### config.mk
export PLATFORM = sky130hd
export DESIGN_NAME = if_fetch_queue
export DESIGN_NICKNAME = d
export VERILOG_FILES = /design/src/rtl/cpu_if_pkg.sv /design/src/rtl/fq_ptr.sv /design/src/rtl/if_fetch_queue.sv
export SDC_FILE = /design/constraint.sdc
export NUM_CORES = 1
export LEC_CHECK = 0
export ABC_AREA = 1
export CAP_MARGIN = 30
export CORE_MARGIN = 2
export CORE_UTILIZATION = 45
export DETAILED_ROUTE_END_ITERATION = 7
export DONT_BUFFER_PORTS = 1
export SYNTH_ARGS = -nofsm -noshare
export SYNTH_HDL_FRONTEND = slang
export SYNTH_SLANG_ARGS = --single-unit
### constraint.sdc
create_clock -name clk -period 5.1 [get_ports clk]
set_clock_uncertainty 0.05 [all_clocks]
set_input_delay 0.255 -clock clk [delete_from_list [all_inputs] [get_ports clk]]
set_output_delay 0.255 -clock clk [all_outputs]
set_load 0.02 [all_outputs]
### src/rtl/cpu_if_pkg.sv
// rtl/cpu_if_pkg.sv - shared widths and entry type for the fetch/decode boundary
package cpu_if_pkg;

    localparam int ADDR_W  = 30;
    localparam int INSTR_W = 32;

    typedef struct packed {
        logic [ADDR_W-1:0]  pc;
        logic [INSTR_W-1:0] instr;
    } fetch_entry_t;

    localparam logic [INSTR_W-1:0] NOP_INSTR = 32'h0000_0000;

endpackage

### src/rtl/fq_ptr.sv
// rtl/fq_ptr.sv - wrap-around queue pointer with increment and clear
module fq_ptr #(
    parameter int DEPTH = 4,
    parameter int PW    = $clog2(DEPTH)
) (
    input  logic          clk,
    input  logic          reset,
    input  logic          inc,
    input  logic          clr,
    output logic [PW-1:0] ptr
);

    // Clear wins over increment so a redirect always realigns the pointer to slot 0.
    always_ff @(posedge clk or negedge reset) begin
        if (!reset) begin
            ptr <= '0;
        end else if (clr) begin
            ptr <= '0;
        end else if (inc) begin
            ptr <= (ptr == PW'(DEPTH - 1)) ? '0 : ptr + PW'(1);
        end
    end

endmodule

### src/rtl/if_fetch_queue.sv
// rtl/if_fetch_queue.sv - IF/ID decoupling queue with PCWrite stall control
module if_fetch_queue
    import cpu_if_pkg::fetch_entry_t, cpu_if_pkg::NOP_INSTR;
#(
    parameter int DEPTH   = 4,
    parameter int ADDR_W  = 30,
    parameter int INSTR_W = 32,
    parameter int CW      = $clog2(DEPTH + 1)
) (
    input  logic               clk,
    input  logic               reset,
    input  logic [ADDR_W+1:2]  PC,
    input  logic [INSTR_W-1:0] Instr,
    input  logic               fetch_valid,
    input  logic               flush,
    output logic               PCWrite,
    output logic               id_valid,
    input  logic               id_ready,
    output logic [ADDR_W+1:2]  id_pc,
    output logic [INSTR_W-1:0] id_instr,
    output logic [CW-1:0]      count
);

    localparam int PW = $clog2(DEPTH);

    logic         pop;
    logic         full;
    logic         accept;
    logic [PW-1:0] wr_ptr;
    logic [PW-1:0] rd_ptr;
    fetch_entry_t storage [DEPTH];
    fetch_entry_t head;

    // A pop frees a slot in the same cycle, so a full queue can still take a fetch
    // while decode drains it. Flush kills both sides of the handshake.
    assign id_valid = (count != '0);
    assign pop      = id_valid & id_ready & ~flush;
    assign full     = (count == CW'(DEPTH));
    assign accept   = fetch_valid & ~flush & (~full | pop);
    assign PCWrite  = accept | flush;

    assign head     = storage[rd_ptr];
    assign id_pc    = head.pc;
    assign id_instr = head.instr;

    fq_ptr #(.DEPTH(DEPTH)) u_wr_ptr (
        .clk   (clk),
        .reset (reset),
        .inc   (accept),
        .clr   (flush),
        .ptr   (wr_ptr)
    );

    fq_ptr #(.DEPTH(DEPTH)) u_rd_ptr (
        .clk   (clk),
        .reset (reset),
        .inc   (pop),
        .clr   (flush),
        .ptr   (rd_ptr)
    );

    // Entry storage; cleared on reset so the head outputs are never X.
    always_ff @(posedge clk or negedge reset) begin
        if (!reset) begin
            for (int i = 0; i < DEPTH; i++) begin
                storage[i] <= '{pc: '0, instr: NOP_INSTR};
            end
        end else if (accept) begin
            storage[wr_ptr] <= '{pc: PC, instr: Instr};
        end
    end

    // Occupancy: flush empties, simultaneous push and pop leave it unchanged.
    always_ff @(posedge clk or negedge reset) begin
        if (!reset) begin
            count <= '0;
        end else if (flush) begin
            count <= '0;
        end else if (accept && !pop) begin
            count <= count + CW'(1);
        end else if (pop && !accept) begin
            count <= count - CW'(1);
        end
    end

endmodule

After elaboration in Yosys (flattened, before gate mapping)
Index checks and enable logic that the tools add are counted.

cells by class
  eq/ne operators = 3
  add/sub/neg operators = 4
  $lt $le $gt $ge = 3
  muxes and demuxes = 15
  bitwise operators = 10
  reduce and logical (&&, ||, !) cells = 9

operators with widths
  cell                                                                           count
  248-bit bitwise mux                                                            1
  62-bit 2-to-1 mux                                                              3
  62-bit binary-select mux with 2-bit select                                     1
  62-bit demux with 2-bit select                                                 1
  2-bit 2-to-1 mux                                                               6
  3-bit 2-to-1 mux                                                               3
  3-bit >= comparator (second input constant)                                    2
  2-bit inverter with 3-bit output                                               2
  3-bit nonzero test                                                             2
  2-bit by 1-bit adder with 2-bit output (second input constant)                 2
  1-bit AND                                                                      4
  2-bit equality test (second input constant)                                    2
  2-bit nonzero test                                                             2
  3-bit by 1-bit adder with 3-bit output (second input constant)                 1
  3-bit equality test (second input constant)                                    1
  1-bit logical AND                                                              3
  3-bit by 1-bit less-than comparator with 1-bit output (second input constant)  1
  3-bit by 1-bit subtractor with 3-bit output (second input constant)            1
  1-bit logical NOT                                                              2
  1-bit inverter                                                                 2
  1-bit bitwise OR                                                               2

word-level totals
  word-level logic and storage cells = 55
  output and inout port bits = 67
  bits in registers = 255
  input port bits = 67

Longest topological paths before layout
Gate-level depths: netlist of run 1.

  word-level depth = 10
  depth in mapped cells = 14
  mapped depth without buffers = 14

Modules after synthesis
Synthesis of run 1 repeated with hierarchy kept, for this count alone.

unflattened totals
  cells, all modules = 1285
  area, all modules = 11242.0 um2

by module, submodules not included
  module          sequential area each (um2)  cells each  times used  area an instance (um2)
  if_fetch_queue  6281.0                      1261        1           11039.3
  fq_ptr          50.0                        12          2           101.3

Worst setup path after synthesis of run 1
OpenSTA, ideal clock, no wires.

  path kind = register to register
  from = reg count[2]
  to = reg count[2]
  cell stages (with the launch flop) = 15
  data required time = 4.933 ns
  clock period less this slack = 2.075 ns
  data arrival time = 1.907 ns
  slack = 3.025 ns
  buffers on the path = 0
  library setup time = 0.117 ns
  path through = dfrtp_1 -> inv_2 -> nand2_1 -> nand2_1 -> nand3_1 -> inv_1 -> fa_1 -> inv_1 -> nand2_1 -> nand2_1 -> inv_1 -> nand2_1 -> nand2_1 -> nand2_1 -> nand2_1

on the way
  cells in the longest elaborated chain, start to end = 8

RTL lines
  what                                                    RTL line                                    source
  from (decl)                                             if_fetch_queue.sv:21                        output logic [CW-1:0] count
  from (signal assigned)                                  if_fetch_queue.sv:80                        count <= count + CW'(1);
  from (signal assigned)                                  if_fetch_queue.sv:82                        count <= count - CW'(1);
  3-bit nonzero test (*)                                  if_fetch_queue.sv:36                        assign id_valid = (count != '0);
  net id_valid                                            if_fetch_queue.sv:17                        output logic id_valid,
  1-bit AND (*) (2 in a row)                              if_fetch_queue.sv:37                        assign pop = id_valid & id_ready & ~flush;
  1-bit bitwise OR                                        if_fetch_queue.sv:39                        assign accept = fetch_valid & ~flush & (~full | pop);
  1-bit AND                                               if_fetch_queue.sv:39
  1-bit logical AND or 1-bit logical NOT (tied branches)  if_fetch_queue.sv:79, if_fetch_queue.sv:81
  3-bit 2-to-1 mux or 1-bit logical AND (tied branches)   if_fetch_queue.sv:79, if_fetch_queue.sv:81
  3-bit 2-to-1 mux or 3-bit nonzero test (tied branches)  n/a

The timed path passes the listed nets; every way through them passes the cells marked *. The select of a mux whose other input is x is not followed.
A chain may end at the register's enable or synchronous reset.

Final worst setup path of run 1
  from = reg u_rd_ptr.ptr[0]
  to = out id_instr[15]

on the way
  cells in the longest elaborated chain, start to end = 4

RTL lines
  what                                                    RTL line              source
  from (decl)                                             fq_ptr.sv:10          output logic [PW-1:0] ptr
  from (signal assigned)                                  fq_ptr.sv:20          ptr <= (ptr == PW'(DEPTH - 1)) ? '0 : ptr + PW'(1);
  2-bit inverter with 3-bit output (implied by the code)  if_fetch_queue.sv:42  assign head = storage[rd_ptr];
  62-bit binary-select mux with 2-bit select              if_fetch_queue.sv:42
  62-bit 2-to-1 mux (implied by the code) (2 in a row)    if_fetch_queue.sv:42
  to (decl)                                               if_fetch_queue.sv:20  output logic [INSTR_W-1:0] id_instr,

No other way between the ends. The select of a mux whose other input is x is not followed.

==> results.yml, run 1 <==
synth:
  synth_cell_types: 25
  syn_area_mm2: 0.0122
  synth_most_common_cell: "nand2_1"
  ys_ff_latch: 255
  synth_nets: 1563
  ys_async_sr_fraction_pct: 100
  synth_area_leaders: "dfrtp_1, nand2_1, o21ai_1"
  ys_warn_count: 0
  synth_cells: 1490
  synth_edf_count: 0
  postSynthAreaPerCell_um2: 8.19
  synth_top_area_share_pct: 52.3
  synthFlopType: "dfrtp_1"
  synthTopCellsByCount: "nand2_1, dfrtp_1, o21ai_1"
  yosysTopAreaCell: "dfrtp_1"
  ys_seq_area_share_pct: 52.3
critical_path:
  r2r_slack_ps: 2690
  endpoint_kind: "primary output"
  cp.required_ps: 4800
  worstPathArrival_ps: 3210
  start_kind: "register"
  crit_type: "register to primary output"
  worstPathMaxFanout: 93
power_and_ir_drop:
  total_power_mw: 8.06
  peakVddDrop_mv: 0.311
  leakagePower_nw: 6.65
  p_per_area_mw_per_mm2: 583
placed_design:
  dp_hpwl_um: 17800
  routabilityCongestion: 0.728
  preCtsSetupSlack_ps: 2120
  port_buffers: 0
  dpl.cell_count: 1733
layout:
  layout.nets: 1560
  stdcell_count: 1850
  multi_input_area_mm2: 0.00506
  syn2layout_area_growth_pct: 13.2
  drive_above_1_share_pct: 7.36
  n_fill_cell: 2562
  diodes: 0
  regArea_mm2: 0.00639
die:
  rows: 60
  die_w_um: 169
  pin_count: 134
  die_h_um: 169
  initial_core_util_pct: 45.6
  die_area_mm2: 0.0285
  coreArea_mm2: 0.0268
flow_run:
  cap_violations: 0
grt:
  grt_first_pass_wirelength_um: 56000
  grt_pass1_vias: 10294
  gr-total-overflow: 0
  grt_use_total_pct: 24.4
  antenna_found_initial: 0
  grt_max_degree: 256
sta:
  finalSetupViolations: 0
  tightest_slew_ps: 974
  layout_min_cycle_time_ps: 3520
  tns_ps: 0
  slew_headroom_pct: 35.1
  hold_viol_final: 255
  hold_ws_ps: -630
  fin_ws_ps: 1580
  finalMaxSlewViolations: 0
  rsz0062_at_grt: "false"
  max_clock_freq_mhz: 284
  finalCritPeriodShare_pct: 69.0
routing:
  first_iter_violations: 737
  vias: 10104
  drt-total-wl_um: 34300
  remaining_drc_errors: 0
  ant_nets: 0
  first_pass_iters: 6
  wl_per_cell_um: 18.6
  viasPerCell: 5.46
cts:
  root_buffer: "clkbuf_16"
  clk_pin_slew_ps: 60
  cts_tree: "done"
  ctsHoldBuffers: 64
  cts_made_buffers: 29
  cts_buffer_depth: 3
  cts_resized: 0
  clock-sinks: 255
  cts_max_level: 1
  clock_latency_ps: 540
hold_path:
  hold_path.class: "primary input to asynchronous set/reset pin"
outcome:
  violations: "hold timing"
  status: "finished, violations left"
flip-flops by register name (all words and copies together), names as in the netlist:
signal,flops
count,3
storage,248
u_rd_ptr.ptr,2
u_wr_ptr.ptr,2
report_power, final:
part           switching [mW]  total [mW]  internal [mW]
Combinational            1.80        2.55          0.751
Sequential              0.504        3.39           2.89
Clock                   0.839        2.11           1.27
timing repair:
item,4_1_cts,5_1_grt
hold endpoints to repair,510,255
buffers inserted,0,0
endpoints found under the setup margin,0,0
layer usage:
layer  share of wire [%]  track usage [%]  routed length (µm)
met4                 1.7             5.47                 574
met1                  45             33.3               15500
met5                   0                0                   0
met2                  48             40.9               16400
met3                 5.6             4.07                1920
cell usage in the layout, fill, tap and decap left out, types with 10 or more instances in the layout:
cell type,netlist,layout
buf_4,3,10
clkbuf_16,0,29
clkinv_2,0,10
dfrtp_1,255,253
dlygate4sd3_1,0,64
inv_1,13,11
nand2_1,513,513
nor2_1,125,125
o21ai_0,166,166
o21ai_1,183,183
o21ai_2,27,27
o22ai_1,62,62
through the flow:
stage	util (%)	cell area, µm²
after global routing	51.6	13800
after CTS	51.6	13800
final	51.6	13800
after detailed placement	45.6	12200
after floorplan	-	12200
after global placement	44.9	12000
final cells by class:
cell class / instances / area share (%)
sequential: 255 / 46.2
multi-input combinational: 1102 / 36.6
timing repair buffer: 81 / 6.52
clock buffer: 42 / 6.26
tap: 341 / 3.09
clock inverter: 11 / 0.761
inverter: 18 / 0.516
path summary, 6_finish.rpt:
check | end | depth (start not counted) | start
max | id_instr[15] | 4 | u_rd_ptr.ptr[0]$_DFFE_PN0P_
min | storage[177]$_DFFE_PN0P_ | 0 | reset
max reg2reg | storage[223]$_DFFE_PN0P_ | 8 | count[2]$_DFFE_PN0P_
min reg2reg | storage[150]$_DFFE_PN0P_ | 2 | storage[150]$_DFFE_PN0P_
max in group asynchronous | storage[219]$_DFFE_PN0P_ | 0 | reset
min in group clk | count[0]$_DFFE_PN0P_ | 5 | fetch_valid
worst max-delay path: stages, from the launching register on:
cell and delay [ps]:
dfrtp_4 740, inv_4 790, buf_4 470, o21ai_0 140, o22ai_1 480
kinds of logic after synthesis:
kind of cell | after synthesis | share of synthesized area (%)
fa+ha+maj | 6 | 0.676
flops | 255 | 52.3
compound gates | 440 | 19.5
buf+inv | 133 | 6.25
simple gates | 656 | 21.3
(Power assumes the default switching activity.)
==> inputs of run 2 (changes only) <==
==> constraint.sdc (replaced) <==
create_clock -name clk -period 3.1 [get_ports clk]
set_clock_uncertainty 0.05 [all_clocks]
set_input_delay 0.155 -clock clk [delete_from_list [all_inputs] [get_ports clk]]
set_output_delay 0.155 -clock clk [all_outputs]
set_load 0.02 [all_outputs]
==> run 2 against run 1 <==
The run still ends with hold timing left. Non-clock buffer count grew 11. Final cell count rose by 0.38%. Via count up 2.2%. Die area unchanged. Power increased by 64%. Combinational power increased by 71%. Critical path type unchanged. Largest power group unchanged.
==> results.yml, run 2 (synthesis results as in run 1) <==
flow_run:
  cap_violations: 0
placed_design:
  port_buffers: 0
  place_area_mm2: 0.0122
  routabilityCongestion: 0.774
  dp_hpwl_um: 18300
sta:
  slew_headroom_pct: 45.7
  finalSetupViolations: 0
  finalCritPeriodShare_pct: 83.0
  tightest_slew_ps: 815
  tns_ps: 0
  hold_ws_ps: -731
  layout_min_cycle_time_ps: 2570
  rsz0062_at_grt: "false"
  hold_viol_final: 255
  max_clock_freq_mhz: 389
  finalMaxSlewViolations: 0
routing:
  vias: 10327
  first_pass_iters: 7
  remaining_drc_errors: 0
  first_iter_violations: 787
  viasPerCell: 5.56
  ant_nets: 0
  drt-total-wl_um: 35000
  wl_per_cell_um: 18.9
outcome:
  status: "finished, violations left"
  violations: "hold timing"
cts:
  cts_max_level: 1
  ctsHoldBuffers: 66
  post_cts_buffers: 0
  clock_latency_ps: 530
  cts_buffer_depth: 3
  clk_pin_slew_ps: 60
  clock-sinks: 255
  cts_tree: "done"
  cts_made_buffers: 29
  root_buffer: "clkbuf_16"
  cts_resized: 0
critical_path:
  cp_top_family: "compound AO/OA/AOI/OAI gates"
  start_kind: "register"
  crit_buf_inv: 1
  max_stage_delay_ps: 660
  crit_slowest_cell: "buf_4"
  worstPathMaxFanout: 63
  endpoint_kind: "primary output"
  cp.required_ps: 2890
  crit_type: "register to primary output"
  worstPathArrival_ps: 2370
  crit_chain: "buf_4 -> o21ai_0 -> o22ai_1"
power_and_ir_drop:
  leakagePower_nw: 6.65
  peakVddDrop_mv: 0.489
  p_per_area_mw_per_mm2: 956
grt:
  grt_pass1_vias: 10092
  grt_max_degree: 256
  antenna_found_initial: 0
  grt_use_total_pct: 24.7
  gr-total-overflow: 0
  grt_first_pass_wirelength_um: 56500
die:
  coreArea_mm2: 0.0268
  die_h_um: 169
  initial_core_util_pct: 45.6
  pin_count: 134
  rows: 60
  die_w_um: 169
  die_area_mm2: 0.0285
layout:
  layout_commonest_cell: "nand2_1"
  mostFrequentLayoutCells: "nand2_1, dfrtp_1, o21ai_1, o21ai_0, nor2_1"
  largestRegisters: "storage x248, count x3"
  syn2layout_area_growth_pct: 13.0
  finalInstanceArea_mm2: 0.0138
  layout.nets: 1571
  drive_above_1_share_pct: 7.52
  largest_register: "storage"
  largest_reg_flops: 248
  diodes: 0
hold_path:
  hold_path.class: "primary input to asynchronous set/reset pin"
==> run 2: layout make-up <==
cell class | count | area [µm²]
clock inverters | 8 | 90.1
flip-flops and latches | 255 | 6390
multi-input cells | 1102 | 5060
fillers | 2590 | 13000
inverters | 18 | 71.3
clock buffers | 41 | 831
repair buffers | 92 | 931
well taps | 341 | 427
==> run 2: final timing paths <==
check                                                  from  slack (ps)  depth (start not counted)                        to
max in group asynchronous                             reset        3290                          0  storage[155]$_DFFE_PN0P_
worst max register to register         count[2]$_DFFE_PN0P_         790                         14      count[2]$_DFFE_PN0P_
worst min-delay path                                  reset        -730                          0  storage[177]$_DFFE_PN0P_
worst max-delay path            u_rd_ptr.ptr[1]$_DFFE_PN0P_         530                          3              id_instr[27]
worst min register to register     storage[178]$_DFFE_PN0P_         420                          2  storage[178]$_DFFE_PN0P_
min in group clk                                     PC[25]         320                          3   storage[55]$_DFFE_PN0P_
==> run 2: layer usage <==
metal / share of wire, % / global-route usage, % / wire (µm) / vias to the layer above
met5: 0 / 0 / 0 / -
met4: 1.7 / 5.81 / 600 / 0
met3: 5.6 / 4.58 / 1970 / 44
met2: 48 / 41.4 / 16700 / 270
met1: 45 / 33.3 / 15700 / 5059
li1: - / - / - / 4954
==> run 2: worst reg2reg max path: cells and delay by family, from the launching register on <==
| family | cells | cell delay (ps) |
|---|---|---|
| adders and majority gates | 1 | 390 |
| DFF | 1 | 510 |
| and+or+nand+nor | 9 | 950 |
| buffers and inverters | 4 | 290 |
==> run 2: power by group <==
| part | internal, mW | switching [mW] | total [mW] |
|---|---|---|---|
| logic | 1.27 | 3.10 | 4.37 |
| clock network | 2.01 | 1.33 | 3.34 |
| registers | 4.76 | 0.733 | 5.49 |
| total | 8.03 | 5.16 | 13.2 |
==> run 2: through the flow <==
step | worst slack, ps | power [mW] | util, % | instances
global placement | 862 | 9.68 | 45.6 | 1742
finish | 528 | 13.2 | 51.5 | 1857
floorplan | 1030 | 8.79 | - | 1490
CTS | 498 | 13.3 | 51.5 | 1857
global route | 419 | 14.1 | 51.5 | 1857
detailed placement | 825 | 9.81 | 45.6 | 1742
==> inputs of run 3 (changes only) <==
==> constraint.sdc (replaced) <==
create_clock -name clk -period 2.5 [get_ports clk]
set_clock_uncertainty 0.05 [all_clocks]
set_input_delay 0.125 -clock clk [delete_from_list [all_inputs] [get_ports clk]]
set_output_delay 0.125 -clock clk [all_outputs]
set_load 0.02 [all_outputs]
==> run 3 against run 2 <==
The run still ends with hold timing left. Worst setup slack worse by 400 ps. Highest routed layer unchanged. Sequential cell count is the same. First-iteration DRC count rose by 3.9%. Worst hold slack got worse by 57 ps.
==> results.yml, run 3 (synthesis results as in run 1) <==
layout:
  stdcell_count: 1919
  largestRegisters: "storage x248, count x3"
  layout_commonest_cell: "nand2_1"
  largest_register: "storage"
  layout.nets: 1627
  syn2layout_area_growth_pct: 18.8
  mostFrequentLayoutCells: "nand2_1, dfrtp_1, o21ai_1, o21ai_0, nor2_1"
  largest_reg_flops: 248
  drive_above_1_share_pct: 11.2
critical_path:
  crit_type: "register to primary output"
  worstPathMaxFanout: 70
  worstPathArrival_ps: 2200
  cp_top_family: "flip-flops"
  max_stage_delay_ps: 620
  cp.required_ps: 2330
  crit_slowest_cell: "dfrtp_4"
  crit_chain: "inv_4 -> buf_16 -> o21ai_0 -> o22ai_1 -> buf_4"
  crit_buf_inv: 3
  endpoint_kind: "primary output"
  start_kind: "register"
power_and_ir_drop:
  leakagePower_nw: 7.04
  p_per_area_mw_per_mm2: 1230
  peakVddDrop_mv: 0.654
routing:
  drt-total-wl_um: 35100
  first_pass_iters: 5
  ant_nets: 0
  viasPerCell: 5.51
  remaining_drc_errors: 0
  wl_per_cell_um: 18.3
  wl_met2_um: 16500
  wl_met1_um: 15800
  first_iter_violations: 818
  wl_met3_um: 2020
  top_layer: "met4"
  vias: 10569
cts:
  cts_tree: "done"
  clk_pin_slew_ps: 60
  cts_max_level: 1
  cts_buffer_depth: 3
  ctsHoldBuffers: 66
  root_buffer: "clkbuf_16"
  clock_latency_ps: 560
  cts_made_buffers: 29
  clock-sinks: 255
placed_design:
  routabilityCongestion: 0.750
  dp_hpwl_um: 18700
  dpl.cell_count: 1797
  port_buffers: 0
sta:
  hold_ws_ps: -788
  hold_viol_final: 255
  finalMaxSlewViolations: 0
  finalSetupViolations: 0
  tightest_slew_ps: 576
  rsz0062_at_grt: "false"
  finalCritPeriodShare_pct: 94.9
  tns_ps: 0
  max_clock_freq_mhz: 421
  slew_headroom_pct: 61.5
  layout_min_cycle_time_ps: 2370
flow_run:
  cap_violations: 0
die:
  initial_core_util_pct: 45.6
  die_h_um: 169
  rows: 60
  coreArea_mm2: 0.0268
  die_area_mm2: 0.0285
  die_w_um: 169
  pin_count: 134
grt:
  gr-total-overflow: 0
  antenna_found_initial: 1
  grt_pass1_vias: 10369
  grt_first_pass_wirelength_um: 56600
  grt_use_total_pct: 24.7
  grt_max_degree: 256
outcome:
  status: "finished, violations left"
  violations: "hold timing"
hold_path:
  hold_path.class: "primary input to asynchronous set/reset pin"
==> run 3: changes by cell type in the layout (fill, tap and decap cells not counted), sizes merged <==
cell and change:
clkinv -3, buf +56, inv +1, clkbuf +4, diode +1, bufinv +3
==> run 3: what timing repair did <==
action / 4_1_cts / 5_1_grt
gates resized for setup: 0 / 3
setup buffers: 0 / 1
hold endpoints to repair: 510 / 255
setup endpoints to repair: 0 / 12
==> run 3: final timing paths <==
kind | startpoint | to | slack [ps] | cells after the start
max | u_rd_ptr.ptr[0]$_DFFE_PN0P_ | id_pc[15] | 130 | 5
min | reset | storage[239]$_DFFE_PN0P_ | -790 | 0
max reg2reg | count[2]$_DFFE_PN0P_ | count[2]$_DFFE_PN0P_ | 360 | 14
min reg2reg | storage[157]$_DFFE_PN0P_ | storage[157]$_DFFE_PN0P_ | 420 | 2
max in group asynchronous | reset | storage[11]$_DFFE_PN0P_ | 2720 | 0
min in group clk | PC[25] | storage[117]$_DFFE_PN0P_ | 260 | 3
==> run 3: worst reg2reg max path: stages, from the launching register on <==
cell     delay [ps]
dfrtp_1         510
inv_2           100
nand2_1         100
nand2_1         110
nand3_1         200
inv_1            80
fa_1            400
inv_1            70
nand2_1          50
nand2_1          70
inv_1            50
nand2_1          70
nand2_1          50
nand2_1          60
nand2_1          40
==> run 3: per-stage QoR <==
step	hold WS, ps	total power, mW	utilization (%)	instance area (µm²)	worst slack, ps
2_1_floorplan	-221	10.9	-	12200	425
3_3_place_gp	-210	12.9	47.5	12700	466
3_5_place_dp	-212	13.1	47.5	12700	430
4_1_cts	-807	17.9	54.0	14500	19.1
5_1_grt	-804	19.0	54.1	14500	27.4
6_report	-788	17.8	54.1	14500	126
==> run 3: area by class of cell <==
cell class	instances	area, µm²
Antenna cell	1	2.50
Clock buffer	45	886
Clock inverter	9	174
Fill cell	2522	12300
Inverter	18	71.3
Multi-Input combinational cell	1102	5080
Sequential cell	255	6390
Tap cell	341	427
Timing Repair Buffer	148	1480
==> run 3: routing by layer <==
layer / vias up / track usage, %
met5: - / 0
met4: 0 / 6.97
met3: 56 / 3.67
met2: 290 / 39.8
met1: 5153 / 34.8
li1: 5070 / -
==> run 3: where the power goes <==
part / switching (mW) / internal (mW)
logic: 3.97 / 2.35
clock network: 1.73 / 2.94
registers: 0.941 / 5.90
